### src/rtl/forward_hazard_unit.sv
`default_nettype none
// ============================================================================
// forward_hazard_unit: NSRC-operand EX forwarding select, load-use and
// multi-cycle (mul/div) hazard detection. Optional macro: FWD_HAZARD_STATS_EN.
// Revision: 1.0
// ============================================================================
module forward_hazard_unit #(
  parameter int AW     = 5,
  parameter int NSRC   = 2,
  parameter int MC_LAT = 3
) (
  input  logic                 clk_i,
  input  logic                 rst_i,
  input  logic [NSRC*AW-1:0]   ie_src_i,
  input  logic                 em_regwrite_i,
  input  logic [AW-1:0]        em_rd_i,
  input  logic                 mw_regwrite_i,
  input  logic [AW-1:0]        mw_rd_i,
  output logic [2*NSRC-1:0]    fwd_o,
  input  logic [NSRC*AW-1:0]   id_src_i,
  input  logic [NSRC-1:0]      id_src_vld_i,
  input  logic                 id_mc_i,
  input  logic                 ie_memread_i,
  input  logic [AW-1:0]        ie_rd_i,
  input  logic                 mc_start_i,
  input  logic [AW-1:0]        mc_rd_i,
  output logic                 mc_busy_o,
  output logic                 mc_done_o,
  output logic                 stall_o,
`ifdef FWD_HAZARD_STATS_EN
  output logic                 bubble_o,
  output logic [31:0]          stall_cnt_o
`else
  output logic                 bubble_o
`endif
);

  localparam logic       c_IDLE = 1'b0;
  localparam logic       c_BUSY = 1'b1;
  localparam logic [3:0] c_LAT  = 4'(MC_LAT);

  logic          state_q, state_d;
  logic [3:0]    cnt_q, cnt_d;
  logic [AW-1:0] mc_rd_q, mc_rd_d;

  logic [NSRC-1:0] w_lu_hit;
  logic [NSRC-1:0] w_mcq_hit;
  logic [NSRC-1:0] w_mcs_hit;
  logic            w_busy;
  logic            w_load_use;
  logic            w_raw_mc;
  logic            w_struct;
  logic            w_hazard;

  assign w_busy = (state_q == c_BUSY);

  for (genvar k = 0; k < NSRC; k++) begin : g_src
    logic [AW-1:0] w_ex_src;
    logic [AW-1:0] w_id_src;
    logic          w_em_hit;
    logic          w_mw_hit;

    assign w_ex_src = ie_src_i[k*AW +: AW];
    assign w_id_src = id_src_i[k*AW +: AW];
    assign w_em_hit = em_regwrite_i && (em_rd_i != '0) && (em_rd_i == w_ex_src);
    assign w_mw_hit = mw_regwrite_i && (mw_rd_i != '0) && (mw_rd_i == w_ex_src);

    // Nonzero checks on the producer side are applied once, outside the loop.
    assign w_lu_hit[k]  = id_src_vld_i[k] && (ie_rd_i == w_id_src);
    assign w_mcq_hit[k] = id_src_vld_i[k] && (mc_rd_q == w_id_src);
    assign w_mcs_hit[k] = id_src_vld_i[k] && (mc_rd_i == w_id_src);

    assign fwd_o[2*k +: 2] = !rst_i   ? 2'b00 :
                             w_em_hit ? 2'b10 :
                             w_mw_hit ? 2'b01 : 2'b00;
  end

  assign w_load_use = ie_memread_i && (ie_rd_i != '0) && (|w_lu_hit);
  assign w_raw_mc   = (w_busy && (mc_rd_q != '0) && (|w_mcq_hit)) ||
                      (mc_start_i && (mc_rd_i != '0) && (|w_mcs_hit));
  assign w_struct   = id_mc_i && (w_busy || mc_start_i);
  assign w_hazard   = w_load_use || w_raw_mc || w_struct;

  always_ff @(posedge clk_i) begin
    if (!rst_i) begin
      state_q <= c_IDLE;
      cnt_q   <= '0;
      mc_rd_q <= '0;
    end else begin
      state_q <= state_d;
      cnt_q   <= cnt_d;
      mc_rd_q <= mc_rd_d;
    end
  end

  always_comb begin
    state_d = state_q;
    cnt_d   = cnt_q;
    mc_rd_d = mc_rd_q;
    case (state_q)
      c_IDLE: begin
        if (mc_start_i) begin
          state_d = c_BUSY;
          cnt_d   = c_LAT;
          mc_rd_d = mc_rd_i;
        end
      end
      c_BUSY: begin
        // A start request while busy is dropped; the structural stall prevents it.
        cnt_d = cnt_q - 4'd1;
        if (cnt_q == 4'd1) begin
          state_d = c_IDLE;
        end
      end
      default: state_d = c_IDLE;
    endcase
  end

  always_comb begin
    mc_busy_o = w_busy;
    mc_done_o = w_busy && (cnt_q == 4'd1);
    stall_o   = rst_i && w_hazard;
    bubble_o  = rst_i && w_hazard;
  end

`ifdef FWD_HAZARD_STATS_EN
  logic [31:0] stall_cnt_q;

  always_ff @(posedge clk_i) begin
    if (!rst_i) begin
      stall_cnt_q <= '0;
    end else if (stall_o && (stall_cnt_q != 32'hFFFF_FFFF)) begin
      stall_cnt_q <= stall_cnt_q + 32'd1;
    end
  end

  assign stall_cnt_o = stall_cnt_q;
`endif

endmodule
`default_nettype wire

### config.mk
export PLATFORM = sky130hd
export DESIGN_NAME = forward_hazard_unit
export DESIGN_NICKNAME = d
export VERILOG_FILES = /design/src/rtl/forward_hazard_unit.sv
export SDC_FILE = /design/constraint.sdc
export NUM_CORES = 1
export LEC_CHECK = 0
export ABC_AREA = 1
export CAP_MARGIN = 20
export CORE_ASPECT_RATIO = 0.7
export CORE_MARGIN = 5
export CORE_UTILIZATION = 40
export CTS_CLUSTER_DIAMETER = 60
export DETAILED_ROUTE_END_ITERATION = 12
export PLACE_DENSITY_LB_ADDON = 0.25
export RECOVER_POWER = 25
export SYNTH_ARGS = -nofsm -noshare
export SYNTH_HDL_FRONTEND = slang
export SYNTH_SLANG_ARGS = --single-unit
### constraint.sdc
create_clock -name clk_i -period 3.5 [get_ports clk_i]
set_clock_uncertainty 0.15 [all_clocks]
set_input_delay 0.7 -clock clk_i [delete_from_list [all_inputs] [get_ports clk_i]]
set_output_delay 0.7 -clock clk_i [all_outputs]
set_load 0.05 [all_outputs]
==> results.toml, run 1 <==
[final_layout]
stdcell_area_mm2 = 0.00200
areaGrowthSynthToFinish_pct = 54.7
final_cell_mix = "nand2_1, clkdlybuf4s50_1, inv_1"
drive_above_1_share = 0.0391
fin_util = 0.638
diodes = 0
nNetsFinal = 360
final_common_cell = "nand2_1"

[sta]
finalCriticalPeriod_ps = 3250
rsz0062_at_grt = "no"
drv_slew = 0
final.setup.tns_ps = 0
worstMarginPinSlew_ps = 501
relSlewSlack = 0.665
hold_slack_ps = 316
setup_viol = 0
hold_violations = 0
finalCritPeriodShare = 0.930
setup_ws_ps = 246
fmax_mhz = 307

[logic_synthesis]
synth.area.mux_share = 0
ys_top_cells_by_area = "nand2_1, dfxtp_1, inv_1"
syn_inst = 248
synth_compound_area_frac = 0.157
synthArstFlopShare = 0
yosysUniqueCellTypes = 21
synth-simple-area-share = 0.457
ys_seq_elements = 10
seq_area_frac_synth = 0.155
synth_top_area_frac = 0.268
synth_top_family_by_area = "simple AND/OR/NAND/NOR gates"
synth-edff-count = 0
synthAdderAreaFrac = 0.0194
syn-num-nets = 299
synth_top_area_cell = "nand2_1"
synth_area_per_cell_um2 = 5.20
synthXorXnorAreaFrac = 0.0951
synth_warnings = 0
syn-cell-area_mm2 = 0.00129
synthFlopType = "dfxtp_1"

[floorplan]
ios = 57
placementRows = 17
die_h_um = 57.5
dieWidth_um = 77.9
die_area_mm2 = 0.00448
initial_utilization = 0.413
core_area_mm2 = 0.00313

[detailed_routing]
drtIter0Drc = 156
vias = 1674
drc_errors = 0
ant_nets = 0
firstDrtPassIters = 5
wire_per_inst_um = 11.8
finalWirelength_um = 4080
via_per_inst = 4.85

[worst_setup_path]
reg2reg_depth = 5
worstPathArrival_ps = 2400
crit_top_cell = "nand2_1"
critPathLaunch = "mc_rd_i[3]"
rrSetupSlack_ps = 2130
critPathMaxFanout = 4
cp-end-kind = "output port"
cp_num_buf_inv = 3
cp-start-kind = "primary input"
r2r_end = "mc_rd_q[1]"
crit_path_end = "bubble_o"
cp_cell_sequence = "clkdlybuf4s50_1, inv_1, nand2_1, nand2_1, nor2_1, nand3_1, nand2_1, nand2_1, nand2_1, nor2_1, nor2_1, buf_12"
cp_top_family = "simple AND/OR/NAND/NOR gates"
criticalPathCategory = "in2out"
critPathRequiredTime_ps = 2650
cpPeakStageDelay_ps = 530
critPathSlowestCell = "clkdlybuf4s50_1"
crit_cells = 12
r2r-start = "mc_busy_o"

[global_routing]
grt_pass1_vias = 1426
grt_util_all_layers = 0.179
grt_start_max_net_pins = 10
antenna_found_initial = 0
grt_pass1_wl_um = 6520
grt_overflow = 0

[clock_network]
clkTransAtPathRegs_ps = 50
cts_hold_buf = 0
htree_num_levels = 1
numCtsBuffers = 3
cts-root-buf = "clkbuf_8"
clockBufferDepth = 2
clk_latency_ps = 230
cts_resized = 0
postCtsSetupBuffers = 0
cts.sinks = 10
cts_tree = "done"

[status]
outcome = "finished, final reports clean"

[hold_path]
hold_path.class = "reg2reg"
holdPathStages = 2

[placed_design]
place_area_mm2 = 0.00196
routabilityCongestion = 0.964
dp_slack_ps = 279
numPortBuffers = 56
dp_hpwl_um = 3500

[power_and_ir_drop]
ir_drop_uv = 230
leakage_nw = 0.996
power.density_mw_per_mm2 = 234

[flow_run]
maxCapViolCount = 0
## worst min path at each step
| stage | start | end | slack [ps] |
|---|---|---|---|
| 2_1_floorplan | cnt_q[3] | cnt_q[3] | 290 |
| 3_3_place_gp | cnt_q[3] | cnt_q[3] | 300 |
| 3_5_place_dp | cnt_q[3] | cnt_q[3] | 310 |
| 4_1_cts | cnt_q[3] | cnt_q[3] | 310 |
| 5_1_grt | cnt_q[3] | cnt_q[3] | 340 |
| 6_report | cnt_q[3] | cnt_q[3] | 320 |
## registers in the layout, summed over array words and instances, names as in the netlist
signal     flops
mc_busy_o      1
mc_rd_q        5
cnt_q          4
## through the flow
step	cells	total power, mW
3_3_place_gp	342	0.348
4_1_cts	345	0.469
5_1_grt	345	0.500
6_report	345	0.467
2_1_floorplan	248	0.243
3_5_place_dp	342	0.349
## routing by layer
metal	global-route usage	part of all wire
met4	0.0294	0.0047
met2	0.221	0.38
met1	0.279	0.49
met5	0	0
met3	0.0773	0.12
## worst min-delay path: cells and delay by family (launching register included)
family / cells / cell delay, ps
compound gates: 1 / 50
flops: 1 / 310
simple gates: 1 / 60
## area by class of cell
| type | instances | area, um2 |
|---|---|---|
| fillers | 306 | 1130 |
| multi-input cells | 199 | 940 |
| repair buffers | 57 | 624 |
| flip-flops and latches | 10 | 200 |
| inverters | 38 | 143 |
| well taps | 38 | 47.5 |
| clock buffers | 3 | 41.3 |
## power by group
| part | internal, mW | switching [mW] | total (mW) |
|---|---|---|---|
| Sequential | 0.124 | 0.00916 | 0.133 |
| Clock | 0.0751 | 0.0423 | 0.117 |
| Combinational | 0.103 | 0.113 | 0.216 |
## synth_stat cells, drive strengths merged, types with 2 or more instances
library cell  count
xor2              6
xnor2             8
inv              38
ha                2
nor3              3
dfxtp            10
o21ai            17
nand3             9
nand4             7
a21oi            13
nand2            93
nor2             34
o22ai             2
## cells by family after synthesis
logic type | count (synthesis)
and+or+nand+nor | 147
adders and majority gates | 2
buffers and inverters | 39
AOI/OAI and AO/OA | 36
DFF | 10
xor gates and xnor gates | 14
(Power assumes the default switching activity.)
==> inputs of run 2 (changes only) <==
Settings changed: CAP_MARGIN 20 to 10.
==> results of run 2 <==
Same layout as run 1: the final DEF is identical, and so are final timing and power.
